File: config.mk
export PLATFORM = sky130hd
export DESIGN_NAME = text_console_writer
export DESIGN_NICKNAME = d
export VERILOG_FILES = /design/src/rtl/text_console_writer_pkg.sv /design/src/rtl/text_console_writer.sv
export SDC_FILE = /design/constraint.sdc
export NUM_CORES = 1
export LEC_CHECK = 0
export CELL_PAD_IN_SITES_DETAIL_PLACEMENT = 0
export CELL_PAD_IN_SITES_GLOBAL_PLACEMENT = 2
export CORE_AREA = 4 4 121 123
export CTS_CLUSTER_DIAMETER = 100
export DETAILED_ROUTE_END_ITERATION = 12
export DIE_AREA = 0 0 125 127
export PLACE_DENSITY_LB_ADDON = 0.12
export SYNTH_ARGS = -nofsm -noshare
export SYNTH_HDL_FRONTEND = slang
export SYNTH_SLANG_ARGS = --single-unit
File: constraint.sdc
create_clock -name clk_i -period 5 [get_ports clk_i]
set_input_delay 1 -clock clk_i [delete_from_list [all_inputs] [get_ports clk_i]]
set_output_delay 1 -clock clk_i [all_outputs]
set_load 0.02 [all_outputs]
File: src/rtl/text_console_writer_pkg.sv
// ============================================================================
// Module      : text_console_writer_pkg
// Description : Shared types and character codes for the text console writer.
// Revision    : 1.0
// ============================================================================
`default_nettype none

package text_console_writer_pkg;

    typedef logic [11:0] vram_addr_t;

    localparam int TEXT_COLS = 80;
    localparam int TEXT_ROWS = 30;

    localparam logic [7:0] CHAR_BS    = 8'h08;
    localparam logic [7:0] CHAR_LF    = 8'h0A;
    localparam logic [7:0] CHAR_FF    = 8'h0C;
    localparam logic [7:0] CHAR_CR    = 8'h0D;
    localparam logic [7:0] CHAR_SPACE = 8'h20;

    typedef enum logic [1:0] {
        ST_IDLE        = 2'd0,
        ST_CLEAR       = 2'd1,
        ST_SCROLL_COPY = 2'd2,
        ST_SCROLL_FILL = 2'd3
    } state_t;

    function automatic vram_addr_t make_addr(input logic [4:0] row, input logic [6:0] col);
        return {row, col};
    endfunction

endpackage

`default_nettype wire

File: src/rtl/text_console_writer.sv
// ============================================================================
// Module      : text_console_writer
// Description : Byte-stream front end writing glyphs, cursor control, clear
//               and scroll into an 80x30 text VRAM.
// Revision    : 1.0
// ============================================================================
`default_nettype none

module text_console_writer
    import text_console_writer_pkg::*;
#(
    parameter int         COLS       = TEXT_COLS,
    parameter int         ROWS       = TEXT_ROWS,
    parameter logic [7:0] BLANK_CHAR = CHAR_SPACE
) (
    input  logic        clk_i,
    input  logic        rst_i,
    input  logic [7:0]  char_i,
    input  logic        char_valid_i,
    output logic        char_ready_o,
    output logic [11:0] vram_rd_addr_o,
    input  logic [7:0]  vram_rd_data_i,
    output logic [11:0] vram_wr_addr_o,
    output logic [7:0]  vram_wr_data_o,
    output logic        vram_we_o,
    output logic [6:0]  cursor_col_o,
    output logic [4:0]  cursor_row_o
);

    localparam logic [6:0] c_LAST_COL  = 7'(COLS - 1);
    localparam logic [4:0] c_LAST_ROW  = 5'(ROWS - 1);
    localparam bit         c_FILL_ONLY = (ROWS == 1);

    state_t     r_state;
    logic [4:0] r_sweep_row;
    logic [6:0] r_sweep_col;
    logic       r_fill_done;

    // Two-stage copy pipeline: address leaves on vram_rd_addr_o, RAM returns
    // data one cycle later, so the write target travels two stages behind.
    logic       r_p1_valid, r_p2_valid;
    logic       r_p1_blank, r_p2_blank;
    vram_addr_t r_p1_addr,  r_p2_addr;

    logic       w_sweep_last;
    logic [6:0] w_next_col;
    logic [4:0] w_next_row;
    logic       w_wr;
    vram_addr_t w_wr_addr;
    logic [7:0] w_wr_data;
    logic       w_go_scroll;
    logic       w_go_clear;
    logic       w_accept;

    assign w_sweep_last = (r_sweep_row == c_LAST_ROW) && (r_sweep_col == c_LAST_COL);
    assign w_accept     = char_valid_i && char_ready_o;

    always_comb begin
        w_next_col  = cursor_col_o;
        w_next_row  = cursor_row_o;
        w_wr        = 1'b0;
        w_wr_addr   = make_addr(cursor_row_o, cursor_col_o);
        w_wr_data   = char_i;
        w_go_scroll = 1'b0;
        w_go_clear  = 1'b0;
        case (char_i)
            CHAR_CR: w_next_col = '0;
            CHAR_LF: begin
                w_next_col = '0;
                if (cursor_row_o == c_LAST_ROW) w_go_scroll = 1'b1;
                else                            w_next_row  = cursor_row_o + 5'd1;
            end
            CHAR_BS: begin
                if (cursor_col_o != '0) begin
                    w_next_col = cursor_col_o - 7'd1;
                    w_wr       = 1'b1;
                    w_wr_addr  = make_addr(cursor_row_o, cursor_col_o - 7'd1);
                    w_wr_data  = BLANK_CHAR;
                end
            end
            CHAR_FF: w_go_clear = 1'b1;
            default: begin
                w_wr = 1'b1;
                if (cursor_col_o != c_LAST_COL) begin
                    w_next_col = cursor_col_o + 7'd1;
                end else begin
                    w_next_col = '0;
                    if (cursor_row_o == c_LAST_ROW) w_go_scroll = 1'b1;
                    else                            w_next_row  = cursor_row_o + 5'd1;
                end
            end
        endcase
    end

    always_ff @(posedge clk_i or posedge rst_i) begin
        if (rst_i) begin
            r_state        <= ST_CLEAR;
            r_sweep_row    <= '0;
            r_sweep_col    <= '0;
            r_fill_done    <= 1'b0;
            r_p1_valid     <= 1'b0;
            r_p2_valid     <= 1'b0;
            r_p1_blank     <= 1'b0;
            r_p2_blank     <= 1'b0;
            r_p1_addr      <= '0;
            r_p2_addr      <= '0;
            char_ready_o   <= 1'b0;
            vram_rd_addr_o <= '0;
            vram_wr_addr_o <= '0;
            vram_wr_data_o <= '0;
            vram_we_o      <= 1'b0;
            cursor_col_o   <= '0;
            cursor_row_o   <= '0;
        end else begin
            vram_we_o <= 1'b0;
            case (r_state)
                ST_IDLE: begin
                    if (w_accept) begin
                        cursor_col_o <= w_next_col;
                        cursor_row_o <= w_next_row;
                        if (w_wr) begin
                            vram_we_o      <= 1'b1;
                            vram_wr_addr_o <= w_wr_addr;
                            vram_wr_data_o <= w_wr_data;
                        end
                        if (w_go_clear) begin
                            r_state      <= ST_CLEAR;
                            r_sweep_row  <= '0;
                            r_sweep_col  <= '0;
                            char_ready_o <= 1'b0;
                        end else if (w_go_scroll) begin
                            r_state      <= c_FILL_ONLY ? ST_SCROLL_FILL : ST_SCROLL_COPY;
                            r_sweep_row  <= c_FILL_ONLY ? c_LAST_ROW : 5'd1;
                            r_sweep_col  <= '0;
                            r_fill_done  <= 1'b0;
                            char_ready_o <= 1'b0;
                        end
                    end
                end

                ST_CLEAR: begin
                    vram_we_o      <= 1'b1;
                    vram_wr_addr_o <= make_addr(r_sweep_row, r_sweep_col);
                    vram_wr_data_o <= BLANK_CHAR;
                    if (w_sweep_last) begin
                        r_state      <= ST_IDLE;
                        char_ready_o <= 1'b1;
                        cursor_col_o <= '0;
                        cursor_row_o <= '0;
                    end else if (r_sweep_col == c_LAST_COL) begin
                        r_sweep_col <= '0;
                        r_sweep_row <= r_sweep_row + 5'd1;
                    end else begin
                        r_sweep_col <= r_sweep_col + 7'd1;
                    end
                end

                default: begin
                    r_p2_valid <= r_p1_valid;
                    r_p2_blank <= r_p1_blank;
                    r_p2_addr  <= r_p1_addr;
                    if (r_p2_valid) begin
                        vram_we_o      <= 1'b1;
                        vram_wr_addr_o <= r_p2_addr;
                        vram_wr_data_o <= r_p2_blank ? BLANK_CHAR : vram_rd_data_i;
                    end
                    if (r_state == ST_SCROLL_COPY) begin
                        vram_rd_addr_o <= make_addr(r_sweep_row, r_sweep_col);
                        r_p1_valid     <= 1'b1;
                        r_p1_blank     <= 1'b0;
                        r_p1_addr      <= make_addr(r_sweep_row - 5'd1, r_sweep_col);
                        if (w_sweep_last) begin
                            r_state     <= ST_SCROLL_FILL;
                            r_sweep_row <= c_LAST_ROW;
                            r_sweep_col <= '0;
                        end else if (r_sweep_col == c_LAST_COL) begin
                            r_sweep_col <= '0;
                            r_sweep_row <= r_sweep_row + 5'd1;
                        end else begin
                            r_sweep_col <= r_sweep_col + 7'd1;
                        end
                    end else if (!r_fill_done) begin
                        r_p1_valid <= 1'b1;
                        r_p1_blank <= 1'b1;
                        r_p1_addr  <= make_addr(c_LAST_ROW, r_sweep_col);
                        if (r_sweep_col == c_LAST_COL) r_fill_done <= 1'b1;
                        else                           r_sweep_col <= r_sweep_col + 7'd1;
                    end else begin
                        r_p1_valid <= 1'b0;
                        // Last queued blank is being written on this edge.
                        if (!r_p1_valid && r_p2_valid) begin
                            r_state      <= ST_IDLE;
                            char_ready_o <= 1'b1;
                            cursor_col_o <= '0;
                            cursor_row_o <= c_LAST_ROW;
                        end
                    end
                end
            endcase
        end
    end

endmodule

`default_nettype wire

### After elaboration in Yosys (flattened, before gate mapping)

Index checks and enable logic that the tools add are counted.

| operators by class | value |
|---|---|
| add/sub/neg operators | 6 |
| equality and inequality tests | 27 |
| muxes and demuxes | 88 |
| bitwise operators | 2 |
| reduce and logical (&&, ||, !) cells | 26 |

Operators with widths:

| kind | count |
|---|---|
| two-way mux 7 bit | 18 |
| two-way mux 5 bit | 14 |
| two-way mux 12 bit | 5 |
| two-way mux 8 bit | 6 |
| equality test 8 x 4 -> 1 bit (second input constant) | 4 |
| case mux 5 bit (2 select lines) | 3 |
| case mux 7 bit (2 select lines) | 2 |
| case mux 12 bit (2 select lines) | 1 |
| two-way mux 1 bit | 23 |
| case mux 7 bit (3 select lines) | 1 |
| two-way mux 2 bit | 8 |
| != test 2 bit (second input constant) | 8 |
| case mux 8 bit (2 select lines) | 1 |
| adder 7 x 1 -> 7 bit (second input constant) | 2 |
| AND reduction 7 bit | 2 |
| AND reduction 6 bit | 2 |
| nonzero test 3 bit | 4 |
| adder 5 x 1 -> 5 bit (second input constant) | 2 |
| equality test 5 bit (second input constant) | 2 |
| case mux 1 bit (2 select lines) | 5 |
| AND reduction 5 bit | 2 |
| != test 4 x 1 -> 1 bit (second input constant) | 2 |
| nonzero test 4 bit | 2 |
| equality test 7 bit (second input constant) | 1 |
| 20 further kinds | 29 |

| storage, ports and cells | value |
|---|---|
| register bits after elaboration | 89 |
| input bits | 19 |
| output and inout bits | 46 |
| logic and storage cells | 166 |

### Longest topological paths before layout

| depth | value |
|---|---|
| depth after elaboration | 8 |
| mapped depth | 10 |
| gate-level depth less buffers | 8 |

### Worst setup path before layout

OpenSTA, ideal clock, no wires.

| timing path | value |
|---|---|
| kind | input port to flip-flop |
| start | input char_i[2] |
| end | register cursor_col_o[3] |
| library setup time | 0.129 ns |
| arrival | 2.348 ns |
| required time | 4.871 ns |
| path slack | 2.523 ns |
| stages on the path | 7 |
| path buffers | 1 |
| cell sequence | buf_2 nor2b_1 a21oi_1 or2_2 a221o_1 a32oi_1 o22ai_1 |

| on the way | value |
|---|---|
| cells in the longest elaborated chain, start to end | 5 |
| elaborated cells between the ends (all ways) | 11 |
| those cells by class | eq/ne (6); mux (3); reduce/logical (2) |

Ends and longest elaborated chain:

| element | RTL line | source |
|---|---|---|
| from (decl) | text_console_writer.sv:18 | `input logic [7:0] char_i,` |
| equality test 8 x 4 -> 1 bit | text_console_writer.sv:66 | `case (char_i)` |
| OR reduction 2 bit (no source line) | - |  |
| case mux 7 bit (3 select lines) | text_console_writer.sv:66 |  |
| two-way mux 7 bit | text_console_writer.sv:118 | `if (w_accept) begin` |
| case mux 7 bit (2 select lines) | text_console_writer.sv:116 | `case (r_state)` |
| to (signal assigned) | text_console_writer.sv:119 | `cursor_col_o <= w_next_col;` |
| to (decl) | text_console_writer.sv:26 | `output logic [6:0] cursor_col_o,` |

Parallel ways exist; a longest one is shown, timed or not. The select of a mux whose other input is x is not followed.
A chain may end at the register's enable or synchronous reset.

### Worst setup path in the final report

| timing path | value |
|---|---|
| start | register r_state[1] |
| end | register cursor_col_o[1] |

| on the way | value |
|---|---|
| cells in the longest elaborated chain, start to end | 3 |
| elaborated cells between the ends (all ways) | 12 |
| those cells by class | eq/ne (7); mux (1); reduce/logical (4) |

Ends and longest elaborated chain:

| element | RTL line | source |
|---|---|---|
| from (decl) | text_console_writer.sv:34 | `state_t r_state;` |
| from (signal assigned) | text_console_writer.sv:132 | `r_state <= c_FILL_ONLY ? ST_SCROLL_FILL : ST_SCROLL_COPY;` |
| equality test 2 bit (tied with other cells) | text_console_writer.sv:167 | `if (r_state == ST_SCROLL_COPY) begin` |
| != test 3 x 1 -> 1 bit (no source line) (tied with other cells) | - |  |
| AND reduction 7 bit (no source line) | - |  |

Parallel ways exist; a longest one is shown, timed or not.

==> flow_metrics.env <==
export IMPL_outcome="complete, no violations"
export IMPL_grt_overflow_total=0
export IMPL_worstPathArrival_ns=3.40
export IMPL_crit_fanout=20
export IMPL_dpl_instance_area_um2=5680
export IMPL_end_kind="flip-flop"
export IMPL_numCtsBuffers=9
export IMPL_cp_num_buf_inv=1
export IMPL_drive_gt1_share_pct=8.08
export IMPL_yosysSeqAreaShare_pct=45.2
export IMPL_antenna_cells=0
export IMPL_start_util_pct=36.1
export IMPL_synth_cell_types=65
export IMPL_syn_area_um2=4930
export IMPL_fp_coreArea_um2=13700
export IMPL_post_cts_resize_count=0
export IMPL_startpoint_type="flip-flop"
export IMPL_p_leak_nw=2.58
export IMPL_critPathMaxStageDelay_ns=0.75
export IMPL_finalSetupTns_ns=0
export IMPL_fin_worst_skew_ns=0.00788
export IMPL_path_delay_family="compound AO/OA/AOI/OAI gates"
export IMPL_clock_sinks=89
export IMPL_period_needed_ns=3.14
export IMPL_critical_path_slowest_cell="a21oi_1"
export IMPL_area_growth_pct=21.2
export IMPL_period_share_pct=62.7
export IMPL_clkLatencyLatePin_ns=0.35
export IMPL_multi_input_area_um2=2470
export IMPL_post_drt_wl_per_cell_um=18.4
export IMPL_hold_buffers=0
export IMPL_fillers=1386
export IMPL_power_density_nw_per_um2=660
export IMPL_grt_pass1_vias=4262
export IMPL_drtIter0Drc=273
export IMPL_drc_errors=0
export IMPL_fmax_mhz=319
export IMPL_grt_start_max_net_pins=37
export IMPL_vdd_ir_drop_max_uv=247
export IMPL_die_h_um=127
export IMPL_worst_slew_pin_slew_ns=0.941
export IMPL_syn_nets=575
export IMPL_synth_cells=544
export IMPL_timing_final_hold_violations=0
export IMPL_final_nets=621
export IMPL_via_count=4262
export IMPL_critPathKind="flip-flop to flip-flop"
export IMPL_slew_headroom_pct=37.2
export IMPL_numPortBuffers=64
export IMPL_finalSetupViolations=0
export IMPL_clock_path_buffers=2
export IMPL_rsz0062_at_grt="no"
export IMPL_track_usage_pct=18.3
export IMPL_drv_cap=0
export IMPL_io_pins=65
export IMPL_via_per_inst=5.51
export IMPL_core_rowCount=43
export IMPL_grt_pass1_wl_um=23400
export IMPL_cp_data_required_time_ns=5.26
export IMPL_synth_edf_count=0
export IMPL_postCtsSetupBuffers=0
export IMPL_yosys_register_bits=89
export IMPL_ff_latch_area_um2=2230
export IMPL_path_clk_slew_ns=0.06
export IMPL_htree_num_levels=3
export IMPL_die_x_um=125
export IMPL_totalWireLength_um=14200
export IMPL_cts_tree="done"
export IMPL_yosysWarnings=0
export IMPL_clockRootBuffer="clkbuf_16"
export IMPL_hold_slack_ns=0.469
export IMPL_final_antenna_net_count=0
export IMPL_die_area_um2=15900
export IMPL_syn_avg_cell_area_um2=9.07
export IMPL_hp_class="flip-flop to flip-flop"
export IMPL_crit_chain="inv_1, ha_1, nor2_1, a221o_1, a21oi_1, o2111ai_1, o21ai_0"
export IMPL_antenna_found_initial=0
export IMPL_drv_slew=0
export IMPL_final_area_um2=5980
export IMPL_synthArstFlopShare_pct=100
export IMPL_ys_flop_type="dfrtp_1"
export IMPL_dp_hpwl_um=10100
export IMPL_drtPass1Iterations=5
export IMPL_place_congestion=0.873
layer usage:
| layer | global-route usage [%] | wire [um] | vias up |
|---|---|---|---|
| met5 | 0 | 0 | - |
| met4 | 6.51 | 244 | 0 |
| met3 | 3.01 | 649 | 15 |
| met2 | 27.8 | 6360 | 127 |
| met1 | 26.6 | 6950 | 2071 |
| li1 | - | - | 2049 |
cells in the final DEF (no fill, tap or decap), types with 6 or more instances in the layout:
master	n
ha_1	12
nor2_1	26
nor3_1	9
a21oi_1	23
o22ai_1	7
mux2_2	17
inv_1	18
dfrtp_1	88
a221oi_1	7
nand2_1	113
xnor2_1	6
mux2i_1	6
a22oi_1	8
clkdlybuf4s50_1	64
clkbuf_16	9
o31ai_1	11
and3_1	8
buf_4	6
nand3_1	19
o21ai_0	40
layout make-up:
| cell class | count | area share [%] |
|---|---|---|
| tap | 180 | 3.77 |
| clock inverter | 3 | 0.670 |
| sequential | 89 | 37.3 |
| clock buffer | 12 | 4.29 |
| multi-input combinational | 401 | 41.3 |
| inverter | 19 | 1.21 |
| timing repair buffer | 70 | 11.5 |
Yosys cell counts (5+ instances only):
master | n | area (um2)
nand3_1 | 19 | 95.1
nor3_1 | 9 | 45.0
and2_1 | 5 | 31.3
a22oi_1 | 8 | 60.1
nor2_1 | 26 | 97.6
inv_1 | 19 | 71.3
clkbuf_1 | 17 | 63.8
mux2i_1 | 6 | 60.1
nand2_1 | 113 | 424
o22a_1 | 5 | 43.8
a221oi_1 | 7 | 61.3
a21oi_1 | 23 | 115
dfrtp_1 | 88 | 2200
buf_2 | 11 | 55.1
and3_1 | 8 | 50.1
xnor2_1 | 6 | 52.6
o22ai_1 | 7 | 43.8
o21ai_0 | 40 | 200
o31ai_1 | 11 | 82.6
mux2_2 | 17 | 191
ha_1 | 12 | 150
flip-flops by register name, indices dropped and copies added (netlist names):
signal,count
vram_rd_addr_o,12
r_p2_blank,1
r_sweep_row,5
r_p2_valid,1
r_state,2
r_p1_blank,1
r_fill_done,1
cursor_col_o,7
r_p1_valid,1
r_p2_addr,12
char_ready_o,1
r_p1_addr,12
r_sweep_col,7
vram_wr_data_o,8
vram_wr_addr_o,12
vram_we_o,1
cursor_row_o,5
metrics by stage:
stage	util, %	worst slack [ns]	std cells	total power, mW
finish	43.8	1.86	774	3.94
global placement	41.6	1.65	759	3.26
CTS	43.8	1.85	774	3.99
global route	43.8	1.51	774	4.26
floorplan	-	1.69	544	2.56
detailed placement	41.6	1.60	759	3.28
kinds of logic (layout without fill, tap and decap cells):
logic type      Yosys count  count (layout)  share of synthesized area (%)
compound gates          144             144                           19.9
simple gates            213             213                           20.5
fa+ha+maj                12              12                           3.04
xor+xnor                  9               9                           1.60
flops                    89              89                           45.2
mux                      23              23                           5.10
buf+inv                  54             104                           4.72
worst paths after layout:
path                            cells after the start  slack, ns                 to         start
worst min-delay path                                2       0.47       r_p2_addr[3]  r_p1_addr[3]
worst max register to register                      7       1.86    cursor_col_o[1]    r_state[1]
worst min register to register                      2       0.47       r_p2_addr[3]  r_p1_addr[3]
worst max-delay path                                7       1.86    cursor_col_o[1]    r_state[1]
min in group asynchronous                           2       0.96  vram_rd_addr_o[8]         rst_i
max in group asynchronous                           3       3.23         r_state[0]         rst_i
power breakdown:
| part | switching (mW) | internal (mW) |
|---|---|---|
| Clock | 0.276 | 0.410 |
| Sequential | 0.309 | 1.02 |
| Combinational | 1.12 | 0.808 |
worst min-delay path: stages (launching register included):
cell and delay (ns):
dfrtp_1 0.34, nand2_1 0.05, nand2_1 0.05
No activity file was read; power rests on OpenSTA's default activity.
